## src/rtl/keypad_pkg.sv

```systemverilog
// Shared types and helpers for the matrix keypad scanner.
// State and frame-result encodings plus a width helper safe for tiny sizes.
package keypad_pkg;

  typedef enum logic [1:0] {IDLE, PRESSED, BLOCKED} state_t;
  typedef enum logic [1:0] {NONE, SINGLE, MULTI} kind_t;

  // Never return 0 so degenerate sizes still get a 1-bit vector.
  function automatic int code_w(input int n);
    return (n <= 2) ? 1 : $clog2(n);
  endfunction

endpackage

```

## src/rtl/keypad_scanner_if.sv

```systemverilog
// Pin-side and controller-side signals of the keypad scanner.
// The master modport is the scanner itself; slave is the consumer view.
interface keypad_scanner_if #(
  parameter int ROWS   = 4,
  parameter int COLS   = 4,
  parameter int CODE_W = 4
);
  logic [ROWS-1:0]   row;
  logic [COLS-1:0]   shift_col;
  logic [CODE_W-1:0] key_code;
  logic              key_valid;
  logic              key_held;
  logic              key_release;
  logic              multi_key;

  modport master (
    input  row,
    output shift_col, key_code, key_valid, key_held, key_release, multi_key
  );

  modport slave (
    output row,
    input  shift_col, key_code, key_valid, key_held, key_release, multi_key
  );
endinterface

```

## src/rtl/keypad_frame_debounce.sv

```systemverilog
// Frame-level debounce: a frame result must repeat DEBOUNCE times in a row
// before it is reported as stable; the strobe fires once per stable frame.
module keypad_frame_debounce
  import keypad_pkg::*;
#(
  parameter int CODE_W   = 4,
  parameter int DEBOUNCE = 3
) (
  input  logic              clk,
  input  logic              reset,
  input  logic              frame_end,
  input  kind_t             res_kind,
  input  logic [CODE_W-1:0] res_code,
  output kind_t             stable_kind,
  output logic [CODE_W-1:0] stable_code,
  output logic              stable_strobe
);
  localparam int CNT_W = code_w(DEBOUNCE + 1);

  kind_t             cand_kind_reg, cand_kind_next;
  logic [CODE_W-1:0] cand_code_reg, cand_code_next;
  logic [CNT_W-1:0]  cnt_reg, cnt_next;
  kind_t             stable_kind_reg;
  logic [CODE_W-1:0] stable_code_reg;
  logic              strobe_reg, strobe_next;

  always_comb begin
    cand_kind_next = cand_kind_reg;
    cand_code_next = cand_code_reg;
    cnt_next       = cnt_reg;
    if (frame_end) begin
      // Non-SINGLE results carry code 0, so a full compare is exact.
      if (res_kind == cand_kind_reg && res_code == cand_code_reg) begin
        if (cnt_reg != CNT_W'(DEBOUNCE))
          cnt_next = cnt_reg + 1'b1;
      end else begin
        cand_kind_next = res_kind;
        cand_code_next = res_code;
        cnt_next       = CNT_W'(1);
      end
    end
    strobe_next = frame_end && (cnt_next == CNT_W'(DEBOUNCE));
  end

  always_ff @(posedge clk or negedge reset) begin
    if (!reset) begin
      cand_kind_reg   <= NONE;
      cand_code_reg   <= '0;
      cnt_reg         <= '0;
      stable_kind_reg <= NONE;
      stable_code_reg <= '0;
      strobe_reg      <= 1'b0;
    end else begin
      cand_kind_reg <= cand_kind_next;
      cand_code_reg <= cand_code_next;
      cnt_reg       <= cnt_next;
      strobe_reg    <= strobe_next;
      if (strobe_next) begin
        stable_kind_reg <= cand_kind_next;
        stable_code_reg <= cand_code_next;
      end
    end
  end

  assign stable_kind   = stable_kind_reg;
  assign stable_code   = stable_code_reg;
  assign stable_strobe = strobe_reg;
endmodule

```

## src/rtl/keypad_scanner.sv

```systemverilog
// Matrix keypad scanner: row synchroniser, column walker, frame collector,
// frame debounce and the press/release/lockout FSM.
module keypad_scanner
  import keypad_pkg::*;
#(
  parameter int ROWS     = 4,
  parameter int COLS     = 4,
  parameter int SCAN_DIV = 4,
  parameter int DEBOUNCE = 3
) (
  input logic            clk,
  input logic            reset,
  keypad_scanner_if.master bus
);
  localparam int CODE_W = code_w(ROWS * COLS);
  localparam int ROW_W  = code_w(ROWS);
  localparam int COL_W  = code_w(COLS);
  localparam int DW_W   = code_w(SCAN_DIV);

  logic [ROWS-1:0]   row_meta_reg, row_sync_reg;
  logic [DW_W-1:0]   dwell_reg;
  logic [COL_W-1:0]  col_idx_reg;
  logic [1:0]        hits_reg;
  logic [CODE_W-1:0] acc_code_reg;

  logic              sample, frame_end;
  logic [ROWS-1:0]   low;
  logic [1:0]        col_hits, base_hits, tot_hits;
  logic [2:0]        hit_sum;
  logic [ROW_W-1:0]  col_row;
  logic [CODE_W-1:0] col_code, tot_code;
  kind_t             res_kind;
  logic [CODE_W-1:0] res_code;

  always_ff @(posedge clk or negedge reset) begin
    if (!reset) begin
      row_meta_reg <= '1;
      row_sync_reg <= '1;
    end else begin
      row_meta_reg <= bus.row;
      row_sync_reg <= row_meta_reg;
    end
  end

  assign sample    = (dwell_reg == DW_W'(SCAN_DIV - 1));
  assign frame_end = sample && (col_idx_reg == COL_W'(COLS - 1));

  always_ff @(posedge clk or negedge reset) begin
    if (!reset) begin
      dwell_reg   <= '0;
      col_idx_reg <= '0;
    end else if (sample) begin
      dwell_reg   <= '0;
      col_idx_reg <= (col_idx_reg == COL_W'(COLS - 1)) ? '0 : col_idx_reg + 1'b1;
    end else begin
      dwell_reg <= dwell_reg + 1'b1;
    end
  end

  for (genvar gi = 0; gi < COLS; gi++) begin : g_col_drive
    assign bus.shift_col[gi] = (col_idx_reg != COL_W'(gi));
  end

  // Hit counts saturate at 2: only "none / one / many" matters per frame.
  assign low = ~row_sync_reg;
  always_comb begin
    col_hits = 2'd0;
    col_row  = '0;
    for (int r = 0; r < ROWS; r++) begin
      if (low[r]) begin
        if (col_hits == 2'd0)
          col_row = ROW_W'(r);
        if (col_hits != 2'd2)
          col_hits = col_hits + 2'd1;
      end
    end
  end

  assign col_code  = CODE_W'(col_idx_reg) * CODE_W'(ROWS) + CODE_W'(col_row);
  assign base_hits = (col_idx_reg == '0) ? 2'd0 : hits_reg;
  assign hit_sum   = {1'b0, base_hits} + {1'b0, col_hits};
  assign tot_hits  = (hit_sum >= 3'd2) ? 2'd2 : hit_sum[1:0];
  assign tot_code  = (base_hits != 2'd0) ? acc_code_reg : col_code;
  assign res_kind  = (tot_hits == 2'd0) ? NONE : (tot_hits == 2'd1) ? SINGLE : MULTI;
  assign res_code  = (tot_hits == 2'd1) ? tot_code : '0;

  always_ff @(posedge clk or negedge reset) begin
    if (!reset) begin
      hits_reg     <= '0;
      acc_code_reg <= '0;
    end else if (sample) begin
      hits_reg     <= tot_hits;
      acc_code_reg <= tot_code;
    end
  end

  kind_t             stable_kind;
  logic [CODE_W-1:0] stable_code;
  logic              stable_strobe;

  keypad_frame_debounce #(.CODE_W(CODE_W), .DEBOUNCE(DEBOUNCE)) u_debounce (
    .clk          (clk),
    .reset        (reset),
    .frame_end    (frame_end),
    .res_kind     (res_kind),
    .res_code     (res_code),
    .stable_kind  (stable_kind),
    .stable_code  (stable_code),
    .stable_strobe(stable_strobe)
  );

  state_t            state_reg, state_next;
  logic [CODE_W-1:0] key_code_reg, key_code_next;
  logic              key_valid_reg, key_valid_next;
  logic              key_release_reg, key_release_next;
  logic              same_key;

  assign same_key = (stable_kind == SINGLE) && (stable_code == key_code_reg);

  always_ff @(posedge clk or negedge reset) begin
    if (!reset) begin
      state_reg       <= IDLE;
      key_code_reg    <= '0;
      key_valid_reg   <= 1'b0;
      key_release_reg <= 1'b0;
    end else begin
      state_reg       <= state_next;
      key_code_reg    <= key_code_next;
      key_valid_reg   <= key_valid_next;
      key_release_reg <= key_release_next;
    end
  end

  always_comb begin
    state_next = state_reg;
    if (stable_strobe) begin
      case (state_reg)
        IDLE: begin
          if (stable_kind == SINGLE)     state_next = PRESSED;
          else if (stable_kind == MULTI) state_next = BLOCKED;
        end
        PRESSED: begin
          if (stable_kind == NONE) state_next = IDLE;
          else if (!same_key)      state_next = BLOCKED;
        end
        BLOCKED: begin
          if (stable_kind == NONE) state_next = IDLE;
        end
        default: state_next = IDLE;
      endcase
    end
  end

  always_comb begin
    key_code_next    = key_code_reg;
    key_valid_next   = 1'b0;
    key_release_next = 1'b0;
    if (stable_strobe && state_reg == IDLE && stable_kind == SINGLE) begin
      key_code_next  = stable_code;
      key_valid_next = 1'b1;
    end
    if (stable_strobe && state_reg == PRESSED && !same_key)
      key_release_next = 1'b1;
  end

  assign bus.key_code    = key_code_reg;
  assign bus.key_valid   = key_valid_reg;
  assign bus.key_release = key_release_reg;
  assign bus.key_held    = (state_reg == PRESSED);
  assign bus.multi_key   = (state_reg == BLOCKED);
endmodule
```

## src/flat_wrapper.sv

```systemverilog
// flat-port wrapper written by rule: the top's interface ports become plain ports
module keypad_scanner_flat import keypad_pkg::*;
#(
  parameter int ROWS     = 4,
  parameter int COLS     = 4,
  parameter int SCAN_DIV = 4,
  parameter int DEBOUNCE = 3
)
  (clk, reset, bus_row, bus_shift_col, bus_key_code, bus_key_valid, bus_key_held, bus_key_release, bus_multi_key);
  keypad_scanner_if #(.ROWS(ROWS), .COLS(COLS)) bus_i ();
  input logic clk;
  input logic reset;
  input wire logic [$bits(bus_i.row)-1:0] bus_row;
  output wire logic [$bits(bus_i.shift_col)-1:0] bus_shift_col;
  output wire logic [$bits(bus_i.key_code)-1:0] bus_key_code;
  output wire logic [$bits(bus_i.key_valid)-1:0] bus_key_valid;
  output wire logic [$bits(bus_i.key_held)-1:0] bus_key_held;
  output wire logic [$bits(bus_i.key_release)-1:0] bus_key_release;
  output wire logic [$bits(bus_i.multi_key)-1:0] bus_multi_key;
  assign bus_i.row = bus_row;
  assign bus_shift_col = bus_i.shift_col;
  assign bus_key_code = bus_i.key_code;
  assign bus_key_valid = bus_i.key_valid;
  assign bus_key_held = bus_i.key_held;
  assign bus_key_release = bus_i.key_release;
  assign bus_multi_key = bus_i.multi_key;
  keypad_scanner #(.ROWS(ROWS), .COLS(COLS), .SCAN_DIV(SCAN_DIV), .DEBOUNCE(DEBOUNCE)) u_core (.clk(clk), .reset(reset), .bus(bus_i));
endmodule
```

## config.mk

```make
export PLATFORM = sky130hd
export DESIGN_NAME = keypad_scanner_flat
export DESIGN_NICKNAME = d
export VERILOG_FILES = /design/src/rtl/keypad_pkg.sv /design/src/rtl/keypad_scanner_if.sv /design/src/rtl/keypad_frame_debounce.sv /design/src/rtl/keypad_scanner.sv /design/src/flat_wrapper.sv
export SDC_FILE = /design/constraint.sdc
export NUM_CORES = 1
export LEC_CHECK = 0
export ABC_AREA = 1
export BUFFER_PORTS_ARGS = -buffer_cell sky130_fd_sc_hd__buf_4
export CAP_MARGIN = 0
export CORE_MARGIN = 2
export CORE_UTILIZATION = 35
export DETAILED_ROUTE_END_ITERATION = 16
export GPL_TIMING_DRIVEN = 0
export PLACE_DENSITY_LB_ADDON = 0.15
export REMOVE_ABC_BUFFERS = 1
export SYNTH_ARGS = -nofsm -noshare
export SYNTH_HDL_FRONTEND = slang
export SYNTH_SLANG_ARGS = --single-unit
```

## constraint.sdc

```tcl
create_clock -name clk -period 4.4 [get_ports clk]
set_clock_uncertainty 0.15 [all_clocks]
set_input_delay 0.44 -clock clk [delete_from_list [all_inputs] [get_ports clk]]
set_output_delay 0.44 -clock clk [all_outputs]
set_load 0.1 [all_outputs]
```

==> run_results.csv <==
group,metric,value,unit
status,status,"complete, no violations",
cells_and_area,fin_nets,289,
floorplanning,coreArea,5890,um^2
synth,ys_ff_latch,41,
synth,synth_edf_count,0,
cells_and_area,fin_area,2420,um^2
synth,synth_top_cell_area_share,39.0,%
power_and_ir_drop,p_leak,1.26,nW
critical_path,rrSetupSlack,0.90,ns
route,drc,0,
critical_path,worstPathArrival,3.53,ns
cts,cts_made_buffers,5,
cts,post-cts-setup-buffer-count,0,
critical_path,cp-start-kind,"flop",
cells_and_area,area_growth,14.1,%
cts,hold_buffers,1,
critical_path,cpMostUsedCell,"nand2_1",
cells_and_area,antenna_cells,0,
power_and_ir_drop,switchingPower,0.000302,W
cts,clock_path_buffers,2,
timing,worstMarginPinSlew,0.577,ns
timing,slew_violations,0,
power_and_ir_drop,total_power,0.000947,W
floorplanning,start_util,36.0,%
global_route,grt_pass1_vias,1444,
cts,path_clk_slew,0.08,ns
power_and_ir_drop,clkPwrFrac,26.6,%
route,ant_nets,0,
critical_path,path_max_fanout,12,
placement,gp_congestion,0.806,
placement,place_hpwl,2.67,mm
cells_and_area,layout-drive-gt1-share,16.6,%
global_route,antenna_found_initial,0,
power_and_ir_drop,power_frac_comb,22.2,%
critical_path,crit_required,4.43,ns
cts,cts_tree,"done",
timing,rsz0062_at_grt,"false",
power_and_ir_drop,powerDensity,392,nW/um^2
synth,synthFlopType,"dfrtp_1",
synth,yosysWarningCount,0,
power_and_ir_drop,intPower,0.000645,W
critical_path,slowest_stage,"fa_1",
timing,period_minus_slack,3.50,ns
placement,port-buffer-count,17,
synth,ys_top_cells_by_area,"dfrtp_1 (39%), nand2_1 (12%), dfstp_2 (9.9%), ha_1 (7.1%), inv_1 (6.2%)",
timing,period_share,79.6,%
cts,post_cts_resized,0,
power_and_ir_drop,ir_drop,0.156,mV
min_path,hold_depth,1,
synth,syn_area,2120,um^2
floorplanning,dieHeight,81.8,um
route,wl_per_cell,10.6,um
power_and_ir_drop,p_seq_share,51.2,%
synth,yosysUniqueCellTypes,31,
global_route,track_usage,13.0,%
timing,hold_viol_final,0,
timing,finalSetupViolCount,0,
min_path,hp-class,"input pin to flop",
cts,cts_num_sinks,41,
route,drt-total-wl,3.68,mm
synth,async_flop_share,100,%
timing,tns,0,ns
cts,htreeDepth,2,
power_and_ir_drop,p_sw_share,31.9,%
floorplanning,num_rows,28,
placement,placed_cell_area,2320,um^2
route,routed-via-count,1556,
critical_path,ff2ff_path_depth,17,
critical_path,worst_setup_path_end_kind,"flop",
run,max_cap_violations,0,
critical_path,timing_worst_setup_path_type,"flop to flop",
synth,yosysTopAreaCell,"dfrtp_1",
global_route,overflow,0,
global_route,grt_start_max_net_pins,42,
synth,ys_seq_area_share,48.9,%
route,dr.pass1.iters,4,
timing,maxSlewHeadroom,61.4,%
critical_path,worstPathCellList,"inv_1, ha_1, nand2_1, nand2_1, inv_1, ha_1, o21ai_0, fa_1, nand2_2, nor2_4, xor2_1, nor2_1, nand2_1, nor2_2, nand4_2, nand2_1, nand2_1",
route,avgViaCountPerCell,4.50,
synth,syn_inst,249,
cts,cts_root_buf,"clkbuf_8",
floorplanning,die_x,81.8,um
synth,syn-mean-instance-area,8.51,um^2
cts,clock_latency,0.28,ns
critical_path,slowest_delay,0.56,ns
route,initialDrtViolationCount,66,
timing,clock.fmax,286,MHz
floorplanning,ioPinCount,18,
floorplanning,dieArea,6690,um^2
global_route,grt_pass1_wl,6.65,mm
## critical path, delay by kind of cell (launching register included)
kind                     cells  cell delay, ns
buffers and inverters        2            0.12
flip-flops                   1            0.55
AND/OR/NAND/NOR             10            1.22
adder cells (fa/ha/maj)      3            1.09
XOR/XNOR                     1            0.14
AO/OA/AOI/OAI                1            0.11
## through the flow
| step | hold WS, ns | worst slack (ns) | cells | util, % |
|---|---|---|---|---|
| 5_1_grt | 0.0851 | 0.517 | 346 | 41.1 |
| 4_1_cts | 0.0953 | 0.845 | 346 | 41.1 |
| 2_1_floorplan | -0.00559 | 1.23 | 245 | - |
| 6_report | 0.109 | 0.899 | 346 | 41.1 |
| 3_5_place_dp | 0.197 | 0.865 | 337 | 39.3 |
| 3_3_place_gp | 0.196 | 0.864 | 337 | 39.3 |
## Yosys cell counts (2+ instances only)
master and n:
a21oi_1 5, nor2_4 2, o21ai_0 18, nand3_1 21, nand2_4 3, nor2_1 16
nand2_1 68, dfrtp_1 33, clkbuf_1 2, xor2_1 3, a31oi_1 3, dfstp_2 8
ha_1 12, nor3_1 2, inv_1 35, nand2_2 3
## cell usage in the layout, fill, tap and decap left out, drive strengths merged, types with 5 or more instances in the layout
master	instances
a21oi	5
buf	17
clkbuf	8
dfrtp	33
dfstp	8
ha	12
inv	36
nand2	74
nand3	22
nor2	19
o21ai	19
## worst paths after layout
path,startpoint,endpoint
setup / recovery,u_core.row_sync_reg[1]$_DFF_PN1_,u_core.u_debounce.stable_code[3]$_DFFE_PN0P_
setup reg to reg,u_core.row_sync_reg[1]$_DFF_PN1_,u_core.u_debounce.stable_code[3]$_DFFE_PN0P_
max in group asynchronous,reset,u_core.row_meta_reg[0]$_DFF_PN1_
hold reg to reg,u_core.row_meta_reg[0]$_DFF_PN1_,u_core.row_sync_reg[0]$_DFF_PN1_
hold / removal,bus_row[3],u_core.row_meta_reg[3]$_DFF_PN1_
min in group asynchronous,reset,u_core.bus.key_code[0]$_DFFE_PN0P_
## per-layer routing
metal  global-route usage (%)  vias up  part of all wire (%)  routed length, um
met3                     3.30        2                   3.3                121
met5                        0        -                     0                  0
li1                         -      828                     -                  -
met1                     17.9      707                    51               1870
met2                     19.8       19                    45               1680
met4                     4.50        0                  0.30                 11
## power by group through the flow
| stage | Combinational, W | Clock [W] | Sequential, W |
|---|---|---|---|
| floorplan | 0.000168 | 0 | 0.000483 |
| global placement | 0.000210 | 0 | 0.000491 |
| detailed placement | 0.000214 | 0 | 0.000491 |
| CTS | 0.000215 | 0.000265 | 0.000485 |
| global route | 0.000253 | 0.000284 | 0.000495 |
| finish | 0.000210 | 0.000252 | 0.000485 |
## cell families after synthesis
group / Yosys count / synth area share, %
adder cells (fa/ha/maj): 13 / 8.03
XOR/XNOR: 3 / 1.24
flip-flops: 41 / 48.9
multiplexers: 1 / 0.532
AND/OR/NAND/NOR: 121 / 26.2
buffers and inverters: 40 / 7.50
AO/OA/AOI/OAI: 30 / 7.56
## final cells by class
class	count	area [um^2]
Clock buffer	8	90.1
Fill cell	617	3470
Inverter	36	135
Multi-Input combinational cell	168	923
Sequential cell	41	1040
Tap cell	75	93.8
Timing Repair Buffer	18	138
Power figures use the tool's default switching activity.
